## config.mk

```make
export PLATFORM = sky130hd
export DESIGN_NAME = divider
export DESIGN_NICKNAME = d
export VERILOG_FILES = /design/src/rtl/divider_pkg.sv /design/src/rtl/divider_datapath.sv /design/src/rtl/divider.sv
export SDC_FILE = /design/constraint.sdc
export NUM_CORES = 1
export LEC_CHECK = 0
export ABC_AREA = 0
export ABC_CLOCK_PERIOD_IN_PS = 2400
export CAP_MARGIN = 0
export CORE_UTILIZATION = 50
export CTS_CLUSTER_DIAMETER = 100
export CTS_CLUSTER_SIZE = 30
export DETAILED_ROUTE_END_ITERATION = 10
export GPL_ROUTABILITY_DRIVEN = 0
export HOLD_SLACK_MARGIN = 0.05
export PLACE_DENSITY = 0.84
export SLEW_MARGIN = 20
export SYNTH_ARGS = -nofsm -noshare
export SYNTH_HDL_FRONTEND = slang
export SYNTH_SLANG_ARGS = --single-unit
```

## constraint.sdc

```tcl
create_clock -name clock -period 2.4 [get_ports clock]
set_input_delay 0.36 -clock clock [delete_from_list [all_inputs] [get_ports clock]]
set_output_delay 0.36 -clock clock [all_outputs]
set_load 0.1 [all_outputs]
```

## src/rtl/divider_pkg.sv

```systemverilog
// Shared types and sizing helpers for the sequential restoring divider.
package divider_pkg;

    typedef enum logic [1:0] {
        IDLE = 2'd0,
        RUN  = 2'd1,
        DONE = 2'd2
    } divider_state_t;

    // Iteration counter width: must be able to hold 0..n.
    function automatic int unsigned count_width(input int unsigned n);
        return $clog2(n + 1);
    endfunction

endpackage

```

## src/rtl/divider_datapath.sv

```systemverilog
// Restoring-divider datapath: partial remainder A, dividend/quotient Q, latched divisor M.
module divider_datapath #(
    parameter int unsigned N = 4
) (
    input  logic         clock,
    input  logic         reset,
    input  logic         do_init,
    input  logic         do_shift,
    input  logic [N-1:0] dividend,
    input  logic [N-1:0] divisor,
    output logic [N-1:0] quotient,
    output logic [N-1:0] remainder,
    output logic         div_by_zero
);

    logic [N-1:0] a_q;
    logic [N-1:0] q_q;
    logic [N-1:0] m_q;
    logic         dbz_q;

    logic [N:0]   p_c;
    logic [N:0]   diff_c;
    logic         fits_c;

    // Trial subtract in N+1 bits; the difference always fits in N bits when it is kept.
    always_comb begin
        p_c    = {a_q, q_q[N-1]};
        diff_c = p_c - {1'b0, m_q};
        fits_c = (p_c >= {1'b0, m_q});
    end

    always_ff @(posedge clock or posedge reset) begin
        if (reset) begin
            a_q   <= '0;
            q_q   <= '0;
            m_q   <= '0;
            dbz_q <= 1'b0;
        end else if (do_init) begin
            a_q   <= '0;
            q_q   <= dividend;
            m_q   <= divisor;
            dbz_q <= (divisor == '0);
        end else if (do_shift) begin
            if (fits_c) begin
                a_q <= diff_c[N-1:0];
                q_q <= {q_q[N-2:0], 1'b1};
            end else begin
                a_q <= p_c[N-1:0];
                q_q <= {q_q[N-2:0], 1'b0};
            end
        end
    end

    assign quotient    = q_q;
    assign remainder   = a_q;
    assign div_by_zero = dbz_q;

endmodule

```

## src/rtl/divider.sv

```systemverilog
// Sequential unsigned divider: start/busy/done control around a one-bit-per-clock datapath.
module divider
    import divider_pkg::*;
#(
    parameter int unsigned N = 4
) (
    input  logic         clock,
    input  logic         reset,
    input  logic         start,
    input  logic [N-1:0] dividend,
    input  logic [N-1:0] divisor,
    output logic         busy,
    output logic         done,
    output logic [N-1:0] quotient,
    output logic [N-1:0] remainder,
    output logic         div_by_zero
);

    localparam int unsigned   CW   = count_width(N);
    localparam logic [CW-1:0] LAST = CW'(N - 1);

    divider_state_t  state;
    logic [CW-1:0]   count;
    logic            do_init_c;
    logic            do_shift_c;

    assign do_init_c  = (state == IDLE) && start;
    assign do_shift_c = (state == RUN);

    // Control FSM; busy and done are registered alongside the state.
    always_ff @(posedge clock or posedge reset) begin
        if (reset) begin
            state <= IDLE;
            count <= '0;
            busy  <= 1'b0;
            done  <= 1'b0;
        end else begin
            case (state)
                IDLE: begin
                    if (start) begin
                        state <= RUN;
                        count <= '0;
                        busy  <= 1'b1;
                    end
                end
                RUN: begin
                    count <= count + CW'(1);
                    if (count == LAST) begin
                        state <= DONE;
                        busy  <= 1'b0;
                        done  <= 1'b1;
                    end
                end
                DONE: begin
                    state <= IDLE;
                    done  <= 1'b0;
                end
                default: begin
                    state <= IDLE;
                    busy  <= 1'b0;
                    done  <= 1'b0;
                end
            endcase
        end
    end

    divider_datapath #(
        .N(N)
    ) u_datapath (
        .clock      (clock),
        .reset      (reset),
        .do_init    (do_init_c),
        .do_shift   (do_shift_c),
        .dividend   (dividend),
        .divisor    (divisor),
        .quotient   (quotient),
        .remainder  (remainder),
        .div_by_zero(div_by_zero)
    );

endmodule

```

Yosys cells after proc, flatten, opt, wreduce, memory -nomap -nowiden:

Index checks and enable logic that the tools add are counted.

* bits in registers: 20
* bits in latches: 0
* memory bits (writable): 0
* ROM bits: 0
* bits of input ports: 11
* output and inout bits: 11
* word-level logic and storage cells: 43
* memories kept: 0

* add/sub/neg operators: 2
* multipliers: 0
* div/mod/pow operators: 0
* magnitude comparators: 1
* equality and inequality tests: 5
* shift-type cells: 0
* mux-type cells: 16
* bitwise gates (word level): 2
* reduce and logical (&&, ||, !) cells: 9

Operators with widths (number)
* 4-bit two-way mux: 5
* 3-bit one-hot mux with 2 select lines: 1
* 2-bit AND reduction: 3
* 5-bit by 4-bit >= comparator with 1-bit output: 1
* 4-bit zero test: 1
* 1-bit two-way mux: 4
* 2-bit two-way mux: 2
* 2-bit one-hot mux with 2 select lines: 1
* 2-bit nonzero test: 2
* 4-bit subtractor: 1
* 3-bit by 1-bit adder with 3-bit output (second input constant): 1
* 3-bit by 2-bit equality test with 1-bit output (second input constant): 1
* 3-bit two-way mux: 1
* 1-bit one-hot mux with 3 select lines: 1
* 3-bit AND reduction: 1
* 2-bit by 1-bit equality test with 1-bit output (second input constant): 1
* 2-bit equality test (second input constant): 1
* 2-bit zero test: 1
* 2-bit by 1-bit != test with 1-bit output (second input constant): 1
* 2-bit != test (second input constant): 1
* 1-bit inverter: 2
* 1-bit one-hot mux with 2 select lines: 1
* 1-bit logical AND: 1

Logic depth before layout (Yosys ltp):

Gate-level depths: netlist of the first run.

* word-level depth: 4
* mapped depth: 6
* depth with buffers taken out: 6

Cells and area by module:

From an unflattened synthesis of the first run, not the netlist that was laid out.

* cells, all modules: 111
* area total of the unflattened synthesis: 1124.8 µm²

By module, submodules not included
* divider_datapath: instances 1, cells each 81, area each 808.3 µm², sequential area each 325.3 µm²
* divider: instances 1, cells each 30, area each 316.6 µm², sequential area each 175.2 µm²

Worst setup path after synthesis of the first run:

No wires, ideal clock.

* kind: reg2reg
* start point: register u_datapath.q_q[3] (netlist: u_datapath.quotient[3])
* end point: register u_datapath.a_q[1] (netlist: u_datapath.remainder[1])
* library setup time: 72 ps
* arrival time: 2308 ps
* data required time: 2328 ps
* slack: 20 ps
* stages on the path, launching flop included: 6
* path buffers: 0
* clock period less this slack: 2380 ps
* path through: dfrtp_1 > inv_1 > ha_1 > fa_1 > or4_1 > nand3_1

* word-level cells in the longest chain between the ends: 4
* elaborated cells between the ends (all ways): 5
* classes of those cells: 1 x add/sub; 1 x order compare; 3 x mux

Ends and longest elaborated chain
* from (decl): line divider_datapath.sv:17 `logic [N-1:0] q_q;`
* from (signal assigned): line divider_datapath.sv:40 `q_q <= dividend;`
* from (signal assigned): line divider_datapath.sv:46 `q_q <= {q_q[N-2:0], 1'b1};`
* from (signal assigned): line divider_datapath.sv:49 `q_q <= {q_q[N-2:0], 1'b0};`
* 4-bit subtractor or 5-bit by 4-bit >= comparator with 1-bit output (tied branches): line divider_datapath.sv:28, divider_datapath.sv:29
* 4-bit two-way mux (*): line divider_datapath.sv:44 `if (fits_c) begin`
* 4-bit two-way mux (*): line divider_datapath.sv:43 `end else if (do_shift) begin`
* 4-bit two-way mux (*): line divider_datapath.sv:38 `end else if (do_init) begin`
* to (signal assigned): line divider_datapath.sv:45 `a_q <= diff_c[N-1:0];`
* to (signal assigned): line divider_datapath.sv:48 `a_q <= p_c[N-1:0];`
* to (decl): line divider_datapath.sv:16 `logic [N-1:0] a_q;`

Every way passes the cells marked *; elsewhere a longest branch is shown, timed or not. The select of a mux whose other input is x is not followed.
A chain may end at the register's enable or synchronous reset.

Worst setup path in the final report of the first run:

Same ends and word-level chain as after synthesis.

==> qor.yml, run 1 <==
diodes: 0
syn_nets: 122
ant_nets: 0
insertion_delay_ps: 300
grt_overflow: 0
viasPerCell: 5.529
coreArea_um2: 1962
cts_tree: "done"
worst_hold_slack_ps: 470.2
num_io_pins: 22
route.detailed.drc: 0
relSlewSlack: 0.4950
layout_common_cells: "dfrtp_1 (20), nand2_1 (13), buf_4 (13)"
area_growth_pct: 25.57
netlist_area_um2: 1052
crit_arrival_ps: 2070
synth.distinct_cells: 30
cts_sinks: 20
drt_wl_total_um: 2210
critPathKind: "reg -> reg"
grt_pass1_wl_um: 3553
yosys_warnings: 0
hp-class: "in -> async"
clockBufferDepth: 2
maxCapViolCount: 0
dp_hpwl_um: 1711
vias: 857
fin_crit_ps: 1830
clock_skew_ps: 9.434
worst_slew_pin_slew_ps: 756.6
grt_pass1_vias: 757
final_layout_size_suffix_gt1_frac: 0.1641
grt_max_degree: 21
final_util: 0.6735
slew_viol_final: 0
cp-end-kind: "flop"
postCtsSetupRepairBufs: 0
num_rows: 16
post_cts_resized: 0
numCtsBuffers: 3
clkSlewWorstSetupHoldPaths_ps: 120
setup_viol_count_final: 0
setup_tns_ps: 0
htree_levels: 1
synth.avg_cell_area_um2: 10.12
hold_violations: 0
cts_hold_buf: 0
avgRoutedWirePerCell_um: 14.26
yosysSeqAreaShare: 0.4756
antenna_found_initial: 0
fin_crit_sh: 0.7625
final_common_cell: "dfrtp_1"
critPathLaunchType: "flop"
die_h_um: 47.88
nNetsFinal: 147
start_util: 0.5364
portBuffers: 21
crit_path_max_fanout: 3
outcome: "finished, final reports clean"
cp.required_ps: 2640
drtIter0Drc: 35
fillerInstances: 165
grt_usage: 0.2250
fmax_mhz: 546.4
postSynthCellCount: 104
die_x_um: 47.88
rsz0062_at_grt: "false"
firstDrtPassIters: 5
synth-seq-cells: 20
root_buffer: "clkbuf_4"
worst_r2r_path_depth: 5
die_area_um2: 2292
## final timing paths
kind / startpoint / to / slack [ps]
min in group clock: count[2]$_DFFE_PP0P_ / count[2]$_DFFE_PP0P_ / 500
worst min-delay path: reset / u_datapath.m_q[3]$_DFFE_PP0P_ / 470
worst max-delay path: u_datapath.quotient[3]$_DFFE_PP0P_ / u_datapath.remainder[1]$_DFFE_PP0P_ / 570
max in group asynchronous: reset / u_datapath.quotient[3]$_DFFE_PP0P_ / 1450
worst min register to register: count[2]$_DFFE_PP0P_ / count[2]$_DFFE_PP0P_ / 500
worst max register to register: u_datapath.quotient[3]$_DFFE_PP0P_ / u_datapath.remainder[1]$_DFFE_PP0P_ / 570
## cells in the mapped netlist
cell type / number / area share
dfrtp_1: 20 / 0.48
nand2_1: 13 / 0.046
inv_1: 11 / 0.039
o21ai_0: 10 / 0.048
ha_1: 6 / 0.071
a22oi_1: 4 / 0.029
nand3_1: 4 / 0.019
nor2b_1: 4 / 0.024
o211ai_1: 4 / 0.029
nor2_1: 3 / 0.011
a21oi_1: 2 / 0.0095
clkbuf_1: 2 / 0.0071
mux2_1: 2 / 0.021
o22ai_1: 2 / 0.012
xnor2_1: 2 / 0.017
a211o_1: 1 / 0.0083
a211oi_4: 1 / 0.019
a22o_1: 1 / 0.0083
a32o_1: 1 / 0.0095
buf_4: 1 / 0.0071
fa_1: 1 / 0.019
nand2b_1: 1 / 0.0059
nand4_1: 1 / 0.0059
nor4_1: 1 / 0.0059
nor4_2: 1 / 0.012
o21a_4: 1 / 0.014
o21ai_1: 1 / 0.0048
o21bai_1: 1 / 0.0071
or2_4: 1 / 0.0083
or4_1: 1 / 0.0071
## sequential cells by signal, indices dropped and copies added (netlist names)
register,flops
done,1
count,3
u_datapath.m_q,4
u_datapath.quotient,4
u_datapath.div_by_zero,1
state,2
u_datapath.remainder,4
busy,1
## worst max-delay path, stage by stage (launching register included)
cell and delay [ps]:
dfrtp_1 400, inv_1 70, ha_1 240, fa_1 440, or4_1 530, nand3_1 90
## kinds of logic after synthesis
group / synth area share
AOI/OAI and AO/OA: 0.1974
xor gates and xnor gates: 0.01665
adders and majority gates: 0.09037
buffers and inverters: 0.05351
DFF: 0.4756
muxes: 0.02140
and+or+nand+nor: 0.1451
## layout make-up
type	instances	area [um2]	share of cell area
Clock buffer	3	22.52	0.01705
Clock inverter	1	30.03	0.02273
Inverter	11	41.29	0.03125
Multi-Input combinational cell	70	495.5	0.3750
Sequential cell	20	500.5	0.3788
Tap cell	27	33.78	0.02557
Timing Repair Buffer	23	197.7	0.1496
## metal layers
layer	up-vias	share of wire	wire length [um]	GRT usage
met4	0	0.018	40	0.06667
met3	6	0.038	83	0.04906
met5	-	0	0	0
li1	413	-	-	-
met1	412	0.45	1000	0.3129
met2	26	0.49	1086	0.3514
## through the flow
step	instance area [um2]	setup slack, ps	cells
after floorplan	1052	19.83	104
after CTS	1321	561.0	155
final	1321	570.0	155
after global routing	1321	490.9	155
after detailed placement	1269	388.9	151
after global placement	1269	439.6	151
Power of run 1 is not shown: default switching activity piles up to over one toggle a cycle in this logic, so the estimate is an artifact.
==> run 2: changes to the inputs <==
--- a/config.mk
+++ b/config.mk
@@ -6,15 +6,15 @@
 export NUM_CORES = 1
 export LEC_CHECK = 0
 export ABC_AREA = 0
-export ABC_CLOCK_PERIOD_IN_PS = 2400
+export ABC_CLOCK_PERIOD_IN_PS = 1690
 export CAP_MARGIN = 0
-export CORE_UTILIZATION = 50
+export CORE_UTILIZATION = 49
 export CTS_CLUSTER_DIAMETER = 100
 export CTS_CLUSTER_SIZE = 30
 export DETAILED_ROUTE_END_ITERATION = 10
 export GPL_ROUTABILITY_DRIVEN = 0
 export HOLD_SLACK_MARGIN = 0.05
-export PLACE_DENSITY = 0.84
+export PLACE_DENSITY = 0.83
 export SLEW_MARGIN = 20
 export SYNTH_ARGS = -nofsm -noshare
 export SYNTH_HDL_FRONTEND = slang
==> constraint.sdc (replaced) <==
create_clock -name clock -period 1.69 [get_ports clock]
set_input_delay 0.2535 -clock clock [delete_from_list [all_inputs] [get_ports clock]]
set_output_delay 0.2535 -clock clock [all_outputs]
set_load 0.1 [all_outputs]
==> qor.yml, run 2 (synthesis results as in run 1) <==
maxCapViolCount: 0  # unchanged
die_x_um: 48.34  # was 47.88 um
drt_wl_total_um: 3414  # was 2210 um
route.detailed.drc: 0  # unchanged
dp_hpwl_um: 2019  # was 1711 um
worst_slack_ps: -79.90  # was 570.0 ps
cp-end-kind: "flop"  # unchanged
outcome: "finished with violations"  # was finished, final reports clean
slew_viol_final: 0  # unchanged
die_area_um2: 2337  # was 2292 um2
crit_arrival_ps: 1970  # was 2070 ps
grt_overflow: 0  # unchanged
ant_nets: 0  # unchanged
drtIter0Drc: 46  # was 35
nNetsFinal: 163  # was 147
crit_path_max_fanout: 2  # was 3
fin_crit_sh: 1.047  # was 0.7625
numCtsBuffers: 3  # unchanged
num_rows: 16  # unchanged
fmax_mhz: 565.0  # was 546.4 MHz
rsz0062_at_grt: "true"  # was false
grt_max_degree: 21  # unchanged
area_growth_pct: 58.86  # was 25.57%
final_common_cell: "buf_4"  # was dfrtp_1
avgRoutedWirePerCell_um: 19.96  # was 14.26 um
path_cells: "ha_4 > or2_4 > a211oi_4 > o21ai_2 > a32o_2"  # was inv_1 > ha_1 > fa_1 > or4_1 > nand3_1
grt_usage: 0.3084  # was 0.2250
firstDrtPassIters: 4  # was 5
root_buffer: "clkbuf_4"  # unchanged
insertion_delay_ps: 300  # about the same
htree_levels: 1  # unchanged
final_layout_size_suffix_gt1_frac: 0.3681  # was 0.1641
cpMaxStageDelayCell: "dfrtp_4"  # was or4_1
antenna_found_initial: 0  # unchanged
diodes: 0  # unchanged
place_ws_ps: -65.17  # was 388.9 ps
critPathLaunchType: "flop"  # unchanged
die_h_um: 48.34  # was 47.88 um
worst_hold_slack_ps: 262.5  # was 470.2 ps
hold_violations: 0  # unchanged
viasPerCell: 5.906  # was 5.529
setup_viol_count_final: 3  # was 0
cts_sinks: 20  # unchanged
failed_checks: "negative setup slack"
clkSlewWorstSetupHoldPaths_ps: 120  # about the same
coreArea_um2: 1982  # was 1962 um2
clockBufferDepth: 2  # unchanged
critPathKind: "reg -> reg"  # unchanged
grt_pass1_wl_um: 5395  # was 3553 um
fin_crit_ps: 1770  # was 1830 ps
portBuffers: 21  # unchanged
vias: 1010  # was 857
cts_tree: "done"  # unchanged
num_io_pins: 22  # unchanged
clock_skew_ps: 1.524  # was 9.434 ps
cp_num_buf_inv: 0  # was 1
grt_pass1_vias: 1098  # was 757
start_util: 0.5309  # was 0.5364
hp-class: "in -> async"  # unchanged
relSlewSlack: 0.7961  # was 0.4950
worst_slew_pin_slew_ps: 303.8  # was 756.6 ps
crit_path_max_incr_delay_ps: 510  # was 530 ps
critical_path.top_delay_family: "compound AO/OA/AOI/OAI gates"  # was adder cells
cp.required_ps: 1890  # was 2640 ps
layout_common_cells: "buf_4 (17), dfrtp_1 (15), nand2_1 (13)"  # was dfrtp_1 (20), nand2_1 (13), buf_4 (13)
setup_tns_ps: -137.1  # was 0 ps
-- run 2: cell types whose count changed in the layout (fill, tap and decap cells not counted), sizes merged --
cell  before  now
buf       13   29
-- run 2: per-stage QoR --
step / util / cells / instance area, um2
global route: 0.8434 / 171 / 1672
floorplan: - / 104 / 1111
CTS: 0.8333 / 170 / 1652
finish: 0.8434 / 171 / 1672
detailed placement: 0.7809 / 162 / 1548
global placement: 0.7809 / 162 / 1548
-- run 2: final cells by class --
| class | instances | area [um2] |
|---|---|---|
| Clock inverter | 1 | 30.03 |
| Multi-Input combinational cell | 70 | 565.5 |
| Tap cell | 27 | 33.78 |
| Clock buffer | 3 | 22.52 |
| Inverter | 11 | 43.79 |
| Timing Repair Buffer | 39 | 459.2 |
| Sequential cell | 20 | 516.7 |
| Fill cell | 87 | 310.3 |
-- run 2: path summary, 6_finish.rpt --
kind                                                     start  cells after the start                             endpoint  slack (ps)
hold reg to reg                           count[0]$_DFFE_PP0P_                      1                 count[0]$_DFFE_PP0P_         510
min in group clock                        count[0]$_DFFE_PP0P_                      1                 count[0]$_DFFE_PP0P_         510
setup reg to reg           u_datapath.remainder[1]$_DFFE_PP0P_                      5  u_datapath.remainder[0]$_DFFE_PP0P_         -80
setup / recovery           u_datapath.remainder[1]$_DFFE_PP0P_                      5  u_datapath.remainder[0]$_DFFE_PP0P_         -80
hold / removal                                           reset                      3        u_datapath.m_q[0]$_DFFE_PP0P_         260
max in group asynchronous                                reset                      3  u_datapath.remainder[1]$_DFFE_PP0P_        1200
-- run 2: worst reg2reg max path, cell delays in order, from the launching register on --
cell	delay, ps
dfrtp_4	510
ha_4	220
or2_4	240
a211oi_4	290
o21ai_2	110
a32o_2	290
-- run 2: metal layers --
layer	vias up	wire length [um]	track usage
met3	21	184	0.05031
met2	58	1759	0.5258
met5	-	0	0
li1	446	-	-
met1	485	1306	0.3653
met4	0	163	0.1863
-- run 2: what timing repair did --
item / CTS / global route
setup endpoints to repair: 5 / 4
buffers inserted: 4 / 1
pin swaps: 4 / 3
hold buffers: 0 / 0
hold endpoints to repair: 0 / 0
resized for setup: 6 / 4
Power of run 2 is left out for the same reason.
==> patch 1 (settings of run 2) <==
`N` is set to 4 in 2 places; all go to 5.
--- a/src/rtl/divider_datapath.sv
+++ b/src/rtl/divider_datapath.sv
@@ -2,3 +2,3 @@
 module divider_datapath #(
-    parameter int unsigned N = 4
+    parameter int unsigned N = 5
 ) (
--- a/src/rtl/divider.sv
+++ b/src/rtl/divider.sv
@@ -4,3 +4,3 @@
 #(
-    parameter int unsigned N = 4
+    parameter int unsigned N = 5
 ) (
Interface: changed (resized dividend, divisor, quotient and remainder); port bits go from 22 to 26. No check against the original RTL was run, so the function may have changed too.
==> patch 1 against run 2 <==
The run still ends with setup timing left; clock skew increased by 0.0022 ns; synthesized area increased by 16%; sequential cell count increased by 3; routed wire length decreased by 9.2%; setup slack improved by 0.047 ns; design area increased by 11%; critical path depth unchanged; critical path type unchanged.
Power is not shown: default switching activity piles up to over one toggle a cycle in this logic, so the estimate is an artifact.
==> patch 1: results (changes against run 2) <==
met1Wirelength_um: 1360  # +3.8%
fillCellCount: 134  # +54%
ys_top_cells_by_count: "nand2_1 (25), dfrtp_1 (23), o21ai_0 (13)"
grt_pass1_vias: 1201  # +9.4%
met3_usage: 0.0322  # -0.0182
synthDistinctLibCells: 33  # +10%
via_count: 1102  # +9.1%
path_clk_slew_ns: 0.13
port-buffer-count: 25  # +19%
critPathMaxFanout: 5  # +3
tns_ns: -0.0524  # +0.0846 ns
drt-initial-drc-count: 32  # -30%
crit_path_start: "u_datapath.remainder[3]"
rr_startpoint: "u_datapath.remainder[3]"
grt_pass1_wl_um: 5310  # -1.6%
outcome: "finished with violations"
drive_above_1_share: 0.315  # -0.0526
post_dp_cell_area_um2: 1780  # +15%
dr_wl_met3_um: 139  # -24%
grt_max_degree: 24  # +14%
cts_root_buffer: "clkbuf_4"
synth_fp_nets: 151  # +24%
setup_ws_ns: -0.0327  # +0.0472 ns
synthTopCellsByArea: "dfrtp_1 (47%), nand2_1 (7.7%), ha_1 (7.2%), o21ai_0 (5.3%), inv_1 (3.4%)"
grt_use_met1: 0.341  # -0.0245
final-setup-viol-count: 2  # -1
wl_per_cell_um: 15.8  # -21%
fin_skew_ns: 0.00372  # +0.00219 ns
cp.arrival_ns: 1.93  # -0.04 ns
grtUsageTotal: 0.275  # -0.0329
hpwlAfterDp_um: 2220  # +10%
violations: "setup timing"
relSlewSlack: 0.700  # -0.0965
seq_area_frac_synth: 0.472  # -0.00334
patch 1: changes by cell type after synthesis, sizes merged, moves of 3 or more:
cell / before / now
o211ai: 4 / 0
dfrtp: 20 / 23
nor2: 3 / 8
nand2: 13 / 26
patch 1: cell families (layout without fill, tap and decap cells):
logic type      Yosys count  in the layout  share of synthesized area
buf+inv                  15             53                     0.0493
compound gates           33             33                      0.188
fa+ha+maj                 8              8                     0.0883
xor+xnor                  2              2                     0.0144
flops                    23             23                      0.472
simple gates             48             48                      0.179
mux                       1              1                    0.00924
patch 1: metrics by stage:
| stage | util | hold WS, ns | std cells | setup WS, ns |
|---|---|---|---|---|
| 4_1_cts | 0.811 | 0.278 | 196 | -0.0164 |
| 5_1_grt | 0.813 | 0.321 | 196 | -0.0780 |
| 3_3_place_gp | 0.784 | 0.488 | 190 | 0.00968 |
| 2_1_floorplan | - | 0.256 | 130 | -0.209 |
| 3_5_place_dp | 0.784 | 0.502 | 190 | -0.0333 |
| 6_report | 0.813 | 0.264 | 196 | -0.0327 |
patch 1: timing repair:
item                                    in CTS  in global routing
gates resized for setup                      3                  4
endpoints found under the setup margin       4                  5
buffers inserted                             2                  0
pin swaps                                    3                  1
patch 1: final cells by class:
class,instances,area share
Sequential cell,23,0.321
Multi-Input combinational cell,92,0.364
Timing Repair Buffer,38,0.258
Clock buffer,4,0.0142
Inverter,11,0.0237
Tap cell,28,0.0189
patch 1: critical path: cells and delay by family, from the launching register on:
kind	cells	cell delay [ns]
flip-flops	1	0.51
AO/OA/AOI/OAI	2	0.51
adder cells (fa/ha/maj)	1	0.24
AND/OR/NAND/NOR	2	0.36
==> patch 2 (settings of run 2) <==
Without the edit above. Register the inputs `start`, `dividend` and `divisor` before use. The logic sees them one clock later.
--- a/src/rtl/divider.sv
+++ b/src/rtl/divider.sv
@@ -21,2 +21,12 @@
 
+    logic start_q;
+    logic [N-1:0] dividend_q;
+    logic [N-1:0] divisor_q;
+
+    always_ff @(posedge clock) begin
+        start_q    <= start;
+        dividend_q <= dividend;
+        divisor_q  <= divisor;
+    end
+
     divider_state_t  state;
@@ -26,3 +36,3 @@
 
-    assign do_init_c  = (state == IDLE) && start;
+    assign do_init_c  = (state == IDLE) && start_q;
     assign do_shift_c = (state == RUN);
@@ -39,3 +49,3 @@
                 IDLE: begin
-                    if (start) begin
+                    if (start_q) begin
                         state <= RUN;
@@ -73,4 +83,4 @@
         .do_shift   (do_shift_c),
-        .dividend   (dividend),
-        .divisor    (divisor),
+        .dividend   (dividend_q),
+        .divisor    (divisor_q),
         .quotient   (quotient),
Function: changed (a bounded check fails within 4 cycles, from zero or initial values and one cycle with reset high).
==> patch 2 against run 2 <==
The run still ends with setup timing left; design area is 13% higher; sequential cell count is 9 higher; routed wire length is 8.6% lower; via count is 4.2% higher; sequential share of layout area is 5.9 points higher; utilization is 1.8 points lower; setup slack better by 0.0052 ns; worst hold slack worse by 0.016 ns; synthesized area is 19% higher; critical endpoint is now u_datapath.quotient[0]; largest cell class is now registers; highest routed layer unchanged.
Power is not shown: default switching activity piles up to over one toggle a cycle in this logic, so the estimate is an artifact.
==> patch 2: results (changes against run 2) <==
ys_async_sr_fraction: 0.690  # -0.310
post_dp_cell_area_um2: 1750  # +13%
ys_top_cells_by_count: "dfrtp_1 (20), nand2_1 (12), o21ai_0 (10)"
htree_num_levels: 2  # +1
drt-initial-drc-count: 25  # -46%
dr_wl_met3_um: 126  # -32%
seq_area_frac_synth: 0.546  # +0.0700
hpwlAfterDp_um: 2160  # +6.9%
route.met2.wl_um: 1610  # -8.5%
nets: 179  # +9.8%
via_per_inst: 5.54  # -6.3%
met1Wirelength_um: 1280  # -1.9%
critPathMaxFanout: 7  # +5
final-setup-viol-count: 4  # +1
tns_ns: -0.198  # -0.0613 ns
drive_above_1_share: 0.340  # -0.0285
reg2reg_depth: 6  # +1
syn_avg_cell_area_um2: 10.8  # +7.2%
fin_skew_ns: 0.00760  # +0.00607 ns
setup_ws_ns: -0.0747  # +0.00523 ns
synth_fp_nets: 133  # +9.0%
violations: "setup timing"
outcome: "finished with violations"
clk_latency_ns: 0.32  # +0.02 ns
totalWireLength_um: 3120  # -8.6%
cts_buffers: 5  # +2
synthDistinctLibCells: 32  # +6.7%
synthTopCellsByArea: "dfrtp_1 (40%), dfxtp_1 (14%), ha_1 (6.0%), o21ai_0 (4.0%), nand2_1 (3.6%)"
worst_pin_slew_ns: 0.790  # +0.486 ns
patch 2: how the worst max path moves through the flow:
stage                     cells past startpoint                       to  slack, ns               startpoint
after global routing                          6   u_datapath.quotient[0]      -0.12  u_datapath.remainder[2]
after detailed placement                      6   u_datapath.quotient[0]      -0.12   u_datapath.quotient[3]
final                                         6   u_datapath.quotient[0]      -0.07  u_datapath.remainder[2]
after floorplan                               5  u_datapath.remainder[1]      -0.20   u_datapath.quotient[3]
after global placement                        6   u_datapath.quotient[0]      -0.04   u_datapath.quotient[3]
after CTS                                     7   u_datapath.quotient[0]      -0.08   u_datapath.quotient[3]
patch 2: worst register-to-register path: stages (launching register included):
cell and delay [ns]:
dfrtp_4 0.50, ha_4 0.16, or2_4 0.24, a2111oi_4 0.30
buf_4 0.20, o21bai_1 0.07, a22o_1 0.20
patch 2: layer usage:
layer,GRT usage,up-vias
met4,0.171,0
met5,0,-
met2,0.445,37
li1,-,499
met3,0.0580,12
met1,0.316,504
patch 2: what timing repair did:
| item | in CTS | in global routing |
|---|---|---|
| setup buffers | 6 | 1 |
| pin swaps | 4 | 4 |
| endpoints found under the setup margin | 4 | 5 |
| gates resized for setup | 4 | 5 |
patch 2: logic make-up after synthesis:
logic type	share of synthesized area
simple gates	0.140
compound gates	0.174
flops	0.546
buf+inv	0.0311
fa+ha+maj	0.0762
mux	0.0261
xor+xnor	0.00702
patch 2: layout make-up:
type / instances / area (um^2)
Sequential cell: 29 / 697
Multi-Input combinational cell: 76 / 602
Timing Repair Buffer: 41 / 470
Fill cell: 127 / 402
Clock buffer: 8 / 58.8
Tap cell: 28 / 35.0
Inverter: 8 / 32.5
patch 2: per-stage QoR:
| stage | instances | hold WS, ns |
|---|---|---|
| after floorplan | 115 | 0.217 |
| after global placement | 176 | 0.453 |
| after detailed placement | 176 | 0.464 |
| after CTS | 190 | 0.244 |
| after global routing | 190 | 0.280 |
| final | 190 | 0.247 |
